--- src/rtl/uart_tx_periph_pkg.sv ---
// Shared definitions for the UART TX peripheral: register offsets, STATUS layout, FSM states.
package uart_tx_periph_pkg;

    localparam logic [3:0] UART_TXDATA = 4'h0;
    localparam logic [3:0] UART_STATUS = 4'h4;

    localparam int unsigned ST_BUSY  = 0;
    localparam int unsigned ST_FULL  = 1;
    localparam int unsigned ST_EMPTY = 2;
    localparam int unsigned ST_COUNT = 8;

    typedef enum logic [1:0] {
        TX_IDLE  = 2'd0,
        TX_START = 2'd1,
        TX_DATA  = 2'd2,
        TX_STOP  = 2'd3
    } tx_state_e;

    function automatic logic [31:0] pack_status(input logic busy, input logic full,
                                                input logic empty, input logic [3:0] cnt);
        logic [31:0] s;
        s              = '0;
        s[ST_BUSY]     = busy;
        s[ST_FULL]     = full;
        s[ST_EMPTY]    = empty;
        s[ST_COUNT+:4] = cnt;
        return s;
    endfunction

endpackage

--- src/rtl/uart_tx_periph_fifo.sv ---
// Synchronous first-word-fall-through FIFO; pushes while full and pops while empty are ignored.
module sync_fifo #(
    parameter  int unsigned WIDTH = 8,
    parameter  int unsigned DEPTH = 4,
    localparam int unsigned AW    = $clog2(DEPTH)
) (
    input  logic             clk,
    input  logic             rst,
    input  logic             push,
    input  logic [WIDTH-1:0] wdata,
    input  logic             pop,
    output logic [WIDTH-1:0] rdata,
    output logic             full,
    output logic             empty,
    output logic [AW:0]      count
);

    logic [WIDTH-1:0] mem_q [DEPTH];
    logic [AW-1:0]    wr_ptr_q, wr_ptr_d;
    logic [AW-1:0]    rd_ptr_q, rd_ptr_d;
    logic [AW:0]      count_q, count_d;
    logic             do_push, do_pop;

    assign full    = (count_q == (AW+1)'(DEPTH));
    assign empty   = (count_q == '0);
    assign count   = count_q;
    assign rdata   = mem_q[rd_ptr_q];
    assign do_push = push && !full;
    assign do_pop  = pop && !empty;

    always_comb begin
        wr_ptr_d = wr_ptr_q;
        rd_ptr_d = rd_ptr_q;
        count_d  = count_q;
        if (do_push) wr_ptr_d = wr_ptr_q + AW'(1);
        if (do_pop)  rd_ptr_d = rd_ptr_q + AW'(1);
        count_d = count_q + (AW+1)'(do_push) - (AW+1)'(do_pop);
    end

    always_ff @(posedge clk or posedge rst) begin
        if (rst) begin
            wr_ptr_q <= '0;
            rd_ptr_q <= '0;
            count_q  <= '0;
        end else begin
            wr_ptr_q <= wr_ptr_d;
            rd_ptr_q <= rd_ptr_d;
            count_q  <= count_d;
        end
    end

    // Storage is not reset; reset empties the FIFO by clearing pointers and count.
    always_ff @(posedge clk) begin
        if (do_push) mem_q[wr_ptr_q] <= wdata;
    end

endmodule

--- src/rtl/uart_tx_periph.sv ---
// Memory-mapped 8N1 UART transmitter: register decode, TX FIFO, baud counter and frame FSM.
module uart_tx_periph
    import uart_tx_periph_pkg::*;
#(
    parameter int unsigned CLK_HZ     = 50_000_000,
    parameter int unsigned BAUD       = 115200,
    parameter int unsigned FIFO_DEPTH = 4
) (
    input  logic        clk,
    input  logic        rst,
    input  logic [3:0]  uart_addr,
    input  logic        uart_wen,
    input  logic [31:0] uart_wdata,
    output logic [31:0] uart_rdata,
    output logic        uart_ready,
    output logic        uart_txd
);

    localparam int unsigned DIV  = CLK_HZ / BAUD;
    localparam int unsigned CW   = $clog2(DIV);
    localparam int unsigned CNTW = $clog2(FIFO_DEPTH) + 1;

    tx_state_e      state_q, state_d;
    logic [CW-1:0]  cnt_q, cnt_d;
    logic [2:0]     bit_q, bit_d;
    logic [7:0]     shreg_q, shreg_d;

    logic           fifo_push, fifo_pop, fifo_full, fifo_empty;
    logic [7:0]     fifo_rdata;
    logic [CNTW-1:0] fifo_count;
    logic           sel_txdata, sel_status, busy, last;
    logic           unused_ok;

    assign sel_txdata = (uart_addr[3:2] == UART_TXDATA[3:2]);
    assign sel_status = (uart_addr[3:2] == UART_STATUS[3:2]);
    assign fifo_push  = uart_wen && sel_txdata;
    assign uart_ready = !(fifo_full && sel_txdata);
    assign busy       = (state_q != TX_IDLE) || !fifo_empty;
    assign uart_rdata = sel_status ? pack_status(busy, fifo_full, fifo_empty, 4'(fifo_count)) : '0;
    assign last       = (cnt_q == CW'(DIV - 1));
    assign unused_ok  = ^{uart_wdata[31:8], uart_addr[1:0]};

    sync_fifo #(
        .WIDTH (8),
        .DEPTH (FIFO_DEPTH)
    ) u_fifo (
        .clk   (clk),
        .rst   (rst),
        .push  (fifo_push),
        .wdata (uart_wdata[7:0]),
        .pop   (fifo_pop),
        .rdata (fifo_rdata),
        .full  (fifo_full),
        .empty (fifo_empty),
        .count (fifo_count)
    );

    always_comb begin
        state_d  = state_q;
        cnt_d    = cnt_q + CW'(1);
        bit_d    = bit_q;
        shreg_d  = shreg_q;
        fifo_pop = 1'b0;
        uart_txd = 1'b1;
        unique case (state_q)
            TX_IDLE: begin
                cnt_d = '0;
                if (!fifo_empty) begin
                    fifo_pop = 1'b1;
                    shreg_d  = fifo_rdata;
                    state_d  = TX_START;
                end
            end
            TX_START: begin
                uart_txd = 1'b0;
                if (last) begin
                    cnt_d   = '0;
                    bit_d   = '0;
                    state_d = TX_DATA;
                end
            end
            TX_DATA: begin
                uart_txd = shreg_q[0];
                if (last) begin
                    cnt_d   = '0;
                    shreg_d = {1'b0, shreg_q[7:1]};
                    bit_d   = bit_q + 3'd1;
                    if (bit_q == 3'd7) state_d = TX_STOP;
                end
            end
            TX_STOP: begin
                // Popping on the final stop cycle chains the next frame with no idle gap.
                if (last) begin
                    cnt_d = '0;
                    if (!fifo_empty) begin
                        fifo_pop = 1'b1;
                        shreg_d  = fifo_rdata;
                        state_d  = TX_START;
                    end else begin
                        state_d = TX_IDLE;
                    end
                end
            end
            default: state_d = TX_IDLE;
        endcase
    end

    always_ff @(posedge clk or posedge rst) begin
        if (rst) begin
            state_q <= TX_IDLE;
            cnt_q   <= '0;
            bit_q   <= '0;
            shreg_q <= '0;
        end else begin
            state_q <= state_d;
            cnt_q   <= cnt_d;
            bit_q   <= bit_d;
            shreg_q <= shreg_d;
        end
    end

endmodule

--- config.mk ---
export PLATFORM = sky130hd
export DESIGN_NAME = uart_tx_periph
export DESIGN_NICKNAME = d
export VERILOG_FILES = /design/src/rtl/uart_tx_periph_pkg.sv /design/src/rtl/uart_tx_periph_fifo.sv /design/src/rtl/uart_tx_periph.sv
export SDC_FILE = /design/constraint.sdc
export NUM_CORES = 1
export LEC_CHECK = 0
export BUFFER_PORTS_ARGS = -buffer_cell sky130_fd_sc_hd__buf_2
export CORE_ASPECT_RATIO = 1.5
export CORE_UTILIZATION = 40
export DETAILED_ROUTE_END_ITERATION = 6
export PLACE_DENSITY = 0.65
export SYNTH_ARGS = -nofsm -noshare
export SYNTH_HDL_FRONTEND = slang
export SYNTH_SLANG_ARGS = --single-unit
--- constraint.sdc ---
create_clock -name clk -period 2.5 [get_ports clk]
set_input_delay 0.5 -clock clk [delete_from_list [all_inputs] [get_ports clk]]
set_output_delay 0.5 -clock clk [all_outputs]
set_load 0.01 [all_outputs]
Word-level counts from Yosys, hierarchy flattened
Memories as Yosys holds them, arrays and structs flattened. Cells that the tools add are included.

Output and inout port bits: 34. Word-level logic and storage cells: 67. Flip-flop bits (word level): 29. Input bits: 39. RAM bits: 32. Memories kept: 1.

Memories: u_fifo.mem_q (words 4, bits a word 8, rd ports 1, clocked after Yosys merged registers in 0, write ports 1, RTL line uart_tx_periph_fifo.sv:18) `logic [WIDTH-1:0] mem_q [DEPTH];`.

Reduce and logical (&&, ||, !) cells: 18. Add/sub/neg operators: 6. Equal/unequal tests: 12. Multiplexer cells: 23.

Operators with widths (count): $mux W8 (3); $pmux W8 S3 (1); $pmux W9 S2 (1); $mux W11 (1); $mux W2 (5); $ne A2 B2 Y1 const B (5); $add A9 B1 Y9 const B (1); $eq A9 B9 Y1 const B (1); $mux W9 (1); $pmux W2 S4 (1); $eq A3 B3 Y1 const B (2); $mux W3 (2); $pmux W3 S2 (1); $reduce_and A3 Y1 (2); $mux W1 (5); $reduce_and A5 Y1 (1); $add A2 B1 Y2 const B (2); $eq A2 B1 Y1 const B (2); $eq A2 B2 Y1 const B (2); $logic_and A1 B1 Y1 (4); $logic_not A2 Y1 (2); $pmux W1 S2 (2); $reduce_bool A2 Y1 (2); $add A3 B1 Y3 (1); 7 further kinds (9).

Logic depth before layout (Yosys ltp)
Gate-level depths: netlist (run 1).

Word-level depth: 6. Mapped depth: 10. Gate-level depth less buffers: 10.

Cells and area by module
Synthesis (run 1) repeated with hierarchy kept, for this count alone.

Cell total of the unflattened synthesis: 229. Area, all modules: 3129.3 um2.

By module, submodules not included: sync_fifo (seq. area each 1136.1 um2, area each 1626.6 um2, cells an instance 84, times used 1); uart_tx_periph (seq. area each 550.5 um2, area each 1502.7 um2, cells an instance 145, times used 1).

Least setup slack after synthesis (run 1)
No wires, ideal clock.

Kind: flip-flop to flip-flop. Start point: register cnt_q[1]. End point: register u_fifo.count_q[1], in the netlist u_fifo.count[1]. Path buffers: 0. Slack: 0.299 ns. Stages on the path, launching flop included: 10. Data arrival time: 2.066 ns. Period minus slack after synthesis: 2.201 ns. Data required time: 2.365 ns. Setup time: 0.135 ns. Cells stage by stage: dfrtp_1 > inv_1 > ha_1 > nand4b_4 > nor4b_1 > o21a_1 > ha_1 > inv_1 > ha_1 > fa_1.

Longest elaborated chain between the ends: 5.

Ends and longest elaborated chain: start, declared (RTL line uart_tx_periph.sv:24) `logic [CW-1:0] cnt_q, cnt_d;`; start signal, assigned (RTL line uart_tx_periph.sv:116) `cnt_q <= cnt_d;`; $eq A9 B9 Y1 (RTL line uart_tx_periph.sv:40) `assign last = (cnt_q == CW'(DIV - 1));`; $mux W1 (RTL line uart_tx_periph.sv:93) `if (last) begin`; $pmux W1 S2 (RTL line uart_tx_periph.sv:65) `unique case (state_q)`; $logic_and A1 B1 Y1 (RTL line uart_tx_periph_fifo.sv:29) `assign do_pop = pop && !empty;`; net u_fifo.do_pop (RTL line uart_tx_periph_fifo.sv:22) `logic do_push, do_pop;`; $sub A3 B1 Y3 (RTL line uart_tx_periph_fifo.sv:37) `count_d = count_q + (AW+1)'(do_push) - (AW+1)'(do_pop);`; net u_fifo.count_d[1] (RTL line uart_tx_periph_fifo.sv:21) `logic [AW:0] count_q, count_d;`; end signal, assigned (RTL line uart_tx_periph_fifo.sv:48) `count_q <= count_d;`; end, declared (RTL line uart_tx_periph_fifo.sv:21).

The timed path passes the listed nets, and every way through them passes these cells. A chain may end at the register's enable or synchronous reset.

Worst setup path after layout (run 1)
Start point: register cnt_q[1]. End point: register u_fifo.count_q[2], in the netlist u_fifo.count[2].

The elaborated chain is that of the path after synthesis.

==> results of run 1 <==
-- power by group --
part	switching, uW	internal, uW	total, uW
Clock	402	462	865
Sequential	47.9	1130	1180
Combinational	156	112	268
-- stage by stage --
step           power (uW)  hold slack, ps
3_3_place_gp         1460             484
6_report             2310             228
4_1_cts              2350             237
2_1_floorplan        1420             470
5_1_grt              2450             267
3_5_place_dp         1480             495
-- routing by layer --
metal | vias to the layer above | global-route usage [%]
met4 | 0 | 7.56
met5 | - | 0
met1 | 819 | 16.5
met3 | 7 | 3.88
met2 | 33 | 22.2
li1 | 807 | -
-- registers in the layout, summed over array words and instances (netlist names) --
| register | flops |
|---|---|
| u_fifo.rd_ptr_q | 2 |
| bit_q | 3 |
| shreg_q | 8 |
| state_q | 2 |
| u_fifo.mem_q | 32 |
| u_fifo.count | 3 |
| cnt_q | 9 |
| u_fifo.wr_ptr_q | 2 |
-- synth_stat cells, types with 3 or more instances --
master / count
dfrtp_1: 29
mux4_2: 6
a21oi_1: 3
edfxtp_1: 32
nand3_1: 5
xnor2_1: 8
buf_4: 28
ha_1: 15
xor2_1: 4
and2_1: 8
o21ai_0: 3
mux2_2: 15
nand2_1: 4
nor2_1: 21
inv_1: 13
-- cell families (layout without fill, tap and decap cells) --
group | Yosys count | count (layout)
AO/OA/AOI/OAI | 15 | 15
XOR/XNOR | 12 | 12
adder cells (fa/ha/maj) | 16 | 16
buffers and inverters | 46 | 58
flip-flops | 61 | 61
multiplexers | 24 | 24
other | 1 | 26
AND/OR/NAND/NOR | 51 | 51
-- cell type report --
cell class	count	share of cell area, %
tap	100	3.68
inverter	14	1.55
sequential	61	49.7
multi-input combinational	144	34.5
timing repair buffer	28	4.71
clock buffer	9	3.65
clock inverter	7	2.21
-- worst min path at each step --
stage | end | slack, ps | cells after the start
floorplan | bit_q[1] | 470 | 1
CTS | shreg_q[4] | 240 | 3
detailed placement | bit_q[2] | 490 | 1
global route | shreg_q[4] | 270 | 3
global placement | bit_q[1] | 480 | 1
finish | shreg_q[4] | 230 | 3
-- tightest hold or removal path, stage by stage --
cell and delay, ps:
buf_2 90, inv_1 40, buf_4 340
-- repair_timing --
action / in CTS / in global routing
gates resized for setup: 0 / 1
endpoints found under the setup margin: 0 / 2
buffers inserted: 0 / 1
==> flow_summary.json, run 1 <==
{
  "layout_common_cells": "edfxtp_1 (32), dfrtp_1 (29), conb_1 (26)",
  "status": "completed",
  "cp.depth": 11,
  "fin_cells": 363,
  "synth_edf_count": 32,
  "drc": 0,
  "holdBufCountCts": 0,
  "synth_top_area_share_pct": 31.5,
  "path_buf_inv": 3,
  "cts.sinks": 61,
  "nNetsFinal": 313,
  "power_density_mw_per_mm2": 681,
  "multi_input_area_mm2": 0.00117,
  "wl_met3_um": 153,
  "grt_max_degree": 30,
  "start_kind": "flop",
  "startpoint": "cnt_q[1]",
  "synthArstFlopShare_pct": 47.5,
  "grt_pass1_vias": 1663,
  "dpl_cell_area_mm2": 0.00318,
  "fin_ws_ps": 175,
  "core-area_mm2": 0.00732,
  "setup_viol": 0,
  "cpMostUsedCell": "ha_1",
  "rr_worst_depth": 11,
  "grt_overflow": 0,
  "synthAdderAreaFrac_pct": 6.82,
  "die_y_um": 109,
  "num_rows": 38,
  "viasPerCell": 4.59,
  "ys_top_cells_by_area": "edfxtp_1 (32%), dfrtp_1 (24%), buf_4 (6.9%)",
  "critPathKind": "reg2reg",
  "cp_slowest_stage_delay_ps": 400,
  "setup_tns_ps": 0,
  "place_congestion": 0.716,
  "path_clk_slew_ps": 70,
  "grt.total_usage_pct": 13.8,
  "hold_viol_final": 0,
  "routedLengthMet1_um": 1990,
  "min_period_ps": 2320,
  "die_x_um": 73.3,
  "route.met2.wl_um": 2420,
  "sequential_cell_area_mm2": 0.00169,
  "syn_to_final_growth_pct": 11.5,
  "portBuffers": 20,
  "synth-xor-area-share_pct": 3.45,
  "end_kind": "flop",
  "place_inst": 346,
  "reg2reg_to": "u_fifo.count[2]",
  "wire_per_inst_um": 12.8,
  "io_pins": 73,
  "cts_buffer_depth": 2,
  "fin_crit_sh_pct": 93.0,
  "drive_gt1_share_pct": 27.0,
  "slew_viol_final": 0,
  "synthCells": 226,
  "synth-compound-area-share_pct": 3.53,
  "root_buffer": "clkbuf_8",
  "synth-simple-area-share_pct": 9.28,
  "max_freq_mhz": 430,
  "antenna_cells": 0,
  "route.vias.total": 1666,
  "antenna_found_initial": 0,
  "cts_made_buffers": 9,
  "syn_area_mm2": 0.00305,
  "path_delay_family": "adder cells",
  "regToRegSetupSlack_ps": 180,
  "die-area_mm2": 0.00798,
  "wirelength_um": 4640,
  "grt_pass1_wl_um": 8000,
  "finClkSkew_ps": 8.21,
  "critPathMaxFanout": 3,
  "drt-pass1-iter-count": 4,
  "seq_area_frac_synth_pct": 55.4,
  "synthDistinctLibCells": 42,
  "slew_headroom_pct": 62.0,
  "fin_area_mm2": 0.00340,
  "power.ir.vdd_worst_uv": 504,
  "fin_util_pct": 46.4,
  "synth-seq-cells": 61,
  "ant_nets": 0,
  "synth_top_family_by_area": "multiplexers",
  "n_fill_cell": 708,
  "final_common_cell": "edfxtp_1",
  "place_ws_ps": 144,
  "clock_latency_ps": 340,
  "dp_hpwl_um": 3250,
  "avgSynthCellArea_um2": 13.5,
  "cp_data_required_time_ps": 2710,
  "leakage_uw": 0.00147,
  "h-tree-depth": 3,
  "cp-endpoint": "u_fifo.count[2]",
  "synth_area_leader_cell": "edfxtp_1",
  "tightest_slew_ps": 571,
  "top_layer_used": "met4",
  "min_path_type": "in2async",
  "arrival_ps": 2540,
  "yosys_warnings": 0,
  "cts_tree": "yes",
  "initial_utilization_pct": 41.6,
  "synth_mux_area_share_pct": 12.0,
  "slowest_stage": "dfrtp_1",
  "crit_chain": "inv_1 -> ha_1 -> nand4b_4 -> nor4b_2 -> buf_4 -> o21a_1 -> ha_1 -> inv_1 -> ha_1 -> fa_1 -> xnor2_1",
  "synth-main-ff-cell": "edfxtp_1",
  "r2r-start": "cnt_q[1]",
  "first_iter_violations": 33,
  "maxCapViolCount": 0
}
Note: power is estimated with default switching activity, not from simulation.
==> run 2: changes to the inputs <==
--- a/config.mk
+++ b/config.mk
@@ -8,7 +8,9 @@
 export BUFFER_PORTS_ARGS = -buffer_cell sky130_fd_sc_hd__buf_2
 export CORE_ASPECT_RATIO = 1.5
 export CORE_UTILIZATION = 40
+export CTS_BUF_LIST = sky130_fd_sc_hd__clkbuf_8
 export DETAILED_ROUTE_END_ITERATION = 6
+export GPL_TIMING_DRIVEN = 0
 export PLACE_DENSITY = 0.65
 export SYNTH_ARGS = -nofsm -noshare
 export SYNTH_HDL_FRONTEND = slang
==> run 2 against run 1 <==
Net effect:
- clock skew rose by 3.5 ps
- setup slack got worse by 5.3 ps
- global-route usage barely moved
- total power rose by 6.0%
- first-iteration DRC count rose by 64%
- critical path depth fell by 1
- combinational power rose by 10%
- sequential power barely moved
- count of clock-buffer cells in the layout did not move
- non-clock buffer count rose by 25
- via count rose by 4.2%
- critical endpoint unchanged
==> flow_summary.json, run 2 (synthesis results as in run 1) <==
{
  "largest_register": "u_fifo.mem_q",
  "antenna_cells": 0,
  "cts_tree": "yes",
  "grt_max_degree": 30,
  "end_kind": "flop",
  "path_clk_slew_ps": 70,
  "num_rows": 38,
  "maxCapViolCount": 0,
  "slew_headroom_pct": 67.3,
  "viasPerCell": 4.47,
  "rsz0062_at_grt": "false",
  "final_common_cell": "edfxtp_1",
  "slowest_stage": "dfrtp_1",
  "place_inst": 371,
  "die-area_mm2": 0.00798,
  "critPathMaxFanout": 4,
  "largestRegisters": "u_fifo.mem_q x32, cnt_q x9, shreg_q x8",
  "crit_chain": "inv_1 -> ha_1 -> nand4b_4 -> nor4b_4 -> o21a_1 -> ha_1 -> inv_1 -> ha_1 -> fa_1 -> xnor2_1",
  "root_buffer": "clkbuf_8",
  "status": "completed",
  "fin_util_pct": 49.7,
  "place_congestion": 0.673,
  "critPathKind": "reg2reg",
  "setup_viol": 0,
  "cp.depth": 10,
  "wirelength_um": 4750,
  "cts.sinks": 61,
  "nNetsFinal": 338,
  "grt_pass1_wl_um": 7980,
  "cts_made_buffers": 9,
  "layout_common_cells": "edfxtp_1 (32), dfrtp_1 (29), buf_4 (28)",
  "slew_viol_final": 0,
  "dpl_cell_area_mm2": 0.00337,
  "cts_buffer_depth": 2,
  "min_path_type": "in2async",
  "route.vias.total": 1736,
  "antenna_found_initial": 0,
  "ant_nets": 0,
  "largest_register_ffs": 32,
  "first_iter_violations": 54,
  "total_power_uw": 2450,
  "die_x_um": 73.3,
  "n_fill_cell": 669,
  "finClkSkew_ps": 11.7,
  "io_pins": 73,
  "path_delay_family": "adder cells",
  "wire_per_inst_um": 12.3,
  "path_buf_inv": 2,
  "arrival_ps": 2550,
  "fin_cells": 388,
  "portBuffers": 20,
  "cpMostUsedCell": "ha_1",
  "core-area_mm2": 0.00732,
  "hold_viol_final": 0,
  "max_freq_mhz": 429,
  "drt-pass1-iter-count": 4,
  "tightest_slew_ps": 485,
  "cp_data_required_time_ps": 2720,
  "power.ir.vdd_worst_uv": 578,
  "grt_pass1_vias": 1692,
  "regToRegSetupSlack_ps": 170,
  "drive_gt1_share_pct": 33.0,
  "power_density_mw_per_mm2": 675,
  "clock_latency_ps": 340,
  "dp_hpwl_um": 3400,
  "cp_slowest_stage_delay_ps": 410,
  "fin_area_mm2": 0.00364,
  "h-tree-depth": 3,
  "r2r-start": "cnt_q[1]",
  "rr_worst_depth": 10,
  "drc": 0,
  "min_period_ps": 2330,
  "startpoint": "cnt_q[1]",
  "grt_overflow": 0,
  "die_y_um": 109,
  "grt.total_usage_pct": 13.8,
  "initial_utilization_pct": 41.6,
  "leakage_uw": 0.00163,
  "syn_to_final_growth_pct": 19.4,
  "fin_crit_sh_pct": 93.2,
  "start_kind": "flop"
}
-- run 2: metrics by stage --
step | setup WS [ps] | TNS (ps) | hold slack (ps)
floorplan | 299 | 0 | 470
global placement | 90.9 | 0 | 485
detailed placement | -12.3 | -12.3 | 485
CTS | 114 | 0 | 360
global route | 18.9 | 0 | 163
finish | 170 | 0 | 131
-- run 2: final cells by class --
type                       instances  area (um2)  share of cell area [%]
inverter                          14        52.6                    1.44
clock inverter                     7         100                    2.75
buffer                            32         234                    6.43
sequential                        61        1690                    46.4
multi-input combinational        144        1190                    32.6
clock buffer                       9         124                    3.41
timing repair buffer              21         128                    3.51
tap                              100         125                    3.44
-- run 2: worst paths after layout --
check                                           to
worst max-delay path               u_fifo.count[2]
worst min-delay path                    shreg_q[4]
worst max register to register     u_fifo.count[2]
worst min register to register          shreg_q[1]
max in group asynchronous       u_fifo.rd_ptr_q[1]
min in group clk                u_fifo.mem_q[0][7]
-- run 2: per-layer routing --
layer / vias to the layer above / GRT usage (%) / wire length [um]
met5: - / 0 / 0
met4: 0 / 6.72 / 87
met3: 10 / 3.88 / 138
met2: 24 / 23.3 / 2560
met1: 845 / 16.0 / 1970
li1: 857 / - / -
-- run 2: repair_timing --
item                                   CTS  global route
endpoints found under the hold margin    0             0
setup buffers                            0             0
hold buffers                             0             0
setup endpoints to repair                2             1
gates resized for setup                  2             1
-- run 2: power by group --
| part | leakage (uW) | internal (uW) | total [uW] | switching [uW] |
|---|---|---|---|---|
| Sequential | 0.000644 | 1130 | 1190 | 52.9 |
| Combinational | 0.000885 | 137 | 296 | 159 |
| Clock | 0.000102 | 563 | 971 | 407 |
==> run 3: changes to the inputs <==
--- a/config.mk
+++ b/config.mk
@@ -6,9 +6,9 @@
 export NUM_CORES = 1
 export LEC_CHECK = 0
 export BUFFER_PORTS_ARGS = -buffer_cell sky130_fd_sc_hd__buf_2
+export CAP_MARGIN = 20
 export CORE_ASPECT_RATIO = 1.5
 export CORE_UTILIZATION = 40
-export CTS_BUF_LIST = sky130_fd_sc_hd__clkbuf_8
 export DETAILED_ROUTE_END_ITERATION = 6
 export GPL_TIMING_DRIVEN = 0
 export PLACE_DENSITY = 0.65
==> run 3 against run 2 <==
Net effect:
- combinational power about the same
- critical path depth unchanged
- sequential share of layout area barely moved
- final area hardly changed
- count of clock-buffer cells in the layout stayed put
- clock power increased by 7%
- global-route usage increased by 0.090 points
- final cell count is the same
- non-clock buffer count is the same
- register-to-register slack barely moved
- critical path type unchanged
- highest routed layer unchanged
==> flow_summary.json, run 3 (synthesis results as in run 1) <==
{
  "drc": 0,
  "antenna_found_initial": 0,
  "first_iter_violations": 71,
  "antenna_cells": 0,
  "viasPerCell": 4.47,
  "rsz0062_at_grt": "false",
  "h-tree-depth": 3,
  "cts_tree": "yes",
  "min_path_type": "in2async",
  "power_density_mw_per_mm2": 693,
  "fin_ws_ps": 178,
  "largest_register_ffs": 32,
  "route.met2.wl_um": 2700,
  "syn_to_final_growth_pct": 19.4,
  "maxCapViolCount": 0,
  "core-area_mm2": 0.00732,
  "arrival_ps": 2560,
  "cp_slowest_stage_delay_ps": 410,
  "critPathKind": "reg2reg",
  "top_layer_used": "met4",
  "initial_utilization_pct": 41.6,
  "cp_data_required_time_ps": 2740,
  "holdBufCountCts": 0,
  "wirelength_um": 4850,
  "place_ws_ps": -21.0,
  "cts_made_buffers": 9,
  "max_freq_mhz": 431,
  "slew_viol_final": 0,
  "drt-pass1-iter-count": 4,
  "slew_headroom_pct": 50.0,
  "path_clk_slew_ps": 70,
  "die_x_um": 73.3,
  "finClkSkew_ps": 8.66,
  "layout_common_cells": "edfxtp_1 (32), dfrtp_1 (29), buf_4 (28)",
  "setup_tns_ps": 0,
  "wire_per_inst_um": 12.5,
  "fin_crit_sh_pct": 92.9,
  "dp_hpwl_um": 3470,
  "cts_buffer_depth": 2,
  "fin_cells": 388,
  "place_inst": 372,
  "largest_register": "u_fifo.mem_q",
  "crit_chain": "inv_1 -> ha_1 -> nand4b_4 -> nor4b_4 -> o21a_1 -> ha_1 -> inv_1 -> ha_1 -> fa_1 -> xnor2_1",
  "grt_max_degree": 19,
  "nNetsFinal": 338,
  "slowest_stage": "dfrtp_1",
  "cpMostUsedCell": "ha_1",
  "leakage_uw": 0.00164,
  "clock_latency_ps": 330,
  "power.ir.vdd_worst_uv": 455,
  "fin_area_mm2": 0.00364,
  "root_buffer": "clkbuf_8",
  "grt_pass1_vias": 1725,
  "critPathMaxFanout": 4,
  "setup_viol": 0,
  "route.vias.total": 1733,
  "status": "completed",
  "routedLengthMet1_um": 1950,
  "final_common_cell": "edfxtp_1",
  "tightest_slew_ps": 749,
  "num_rows": 38,
  "hold_viol_final": 0,
  "wl_met3_um": 136,
  "grt_pass1_wl_um": 8140,
  "grt.total_usage_pct": 13.9,
  "dpl_cell_area_mm2": 0.00338,
  "place_congestion": 0.673,
  "grt_overflow": 0,
  "cts.sinks": 61,
  "drive_gt1_share_pct": 32.6,
  "end_kind": "flop",
  "min_period_ps": 2320,
  "ant_nets": 0,
  "postCtsSetupBuffers": 0,
  "io_pins": 73,
  "portBuffers": 20,
  "cts_resized": 2,
  "whs_ps": 292,
  "die-area_mm2": 0.00798,
  "largestRegisters": "u_fifo.mem_q x32, cnt_q x9, shreg_q x8",
  "start_kind": "flop",
  "die_y_um": 109
}
## run 3: final timing paths
kind	start	endpoint	slack, ps	cells past startpoint
max in group asynchronous	rst	u_fifo.count[0]	1660	3
worst max register to register	cnt_q[1]	u_fifo.count[2]	180	10
worst max-delay path	cnt_q[1]	u_fifo.count[2]	180	10
worst min-delay path	rst	shreg_q[4]	290	2
worst min register to register	bit_q[1]	bit_q[1]	490	1
min in group clk	uart_wdata[7]	u_fifo.mem_q[0][7]	380	1
## run 3: area by class of cell
class | instances | area (um2)
buffer | 32 | 234
clock buffer | 9 | 124
clock inverter | 7 | 114
fill | 677 | 3680
inverter | 14 | 52.6
multi-input combinational | 144 | 1190
sequential | 61 | 1690
tap | 100 | 125
timing repair buffer | 21 | 115
## run 3: where the power goes
group | switching (uW) | internal [uW]
clock | 380 | 657
sequential | 53.4 | 1130
combinational | 161 | 135
total | 594 | 1930
## run 3: critical path, delay by kind of cell (launching register included)
| kind | cells | cell delay (ps) |
|---|---|---|
| AO/OA/AOI/OAI | 1 | 200 |
| XOR/XNOR | 1 | 180 |
| adder cells (fa/ha/maj) | 4 | 880 |
| buffers and inverters | 2 | 110 |
| flip-flops | 1 | 410 |
| AND/OR/NAND/NOR | 2 | 470 |
## run 3: metrics by stage
step                power, uW  util (%)
floorplan                1420         -
finish                   2520      49.7
detailed placement       1500      46.2
global route             2650      49.7
global placement         1490      46.0
CTS                      2550      49.6
## run 3: metal layers
layer / track usage [%] / vias to the layer above
met3: 2.87 / 4
met5: 0 / -
met2: 24.7 / 31
met4: 6.72 / 0
met1: 15.6 / 848
li1: - / 850
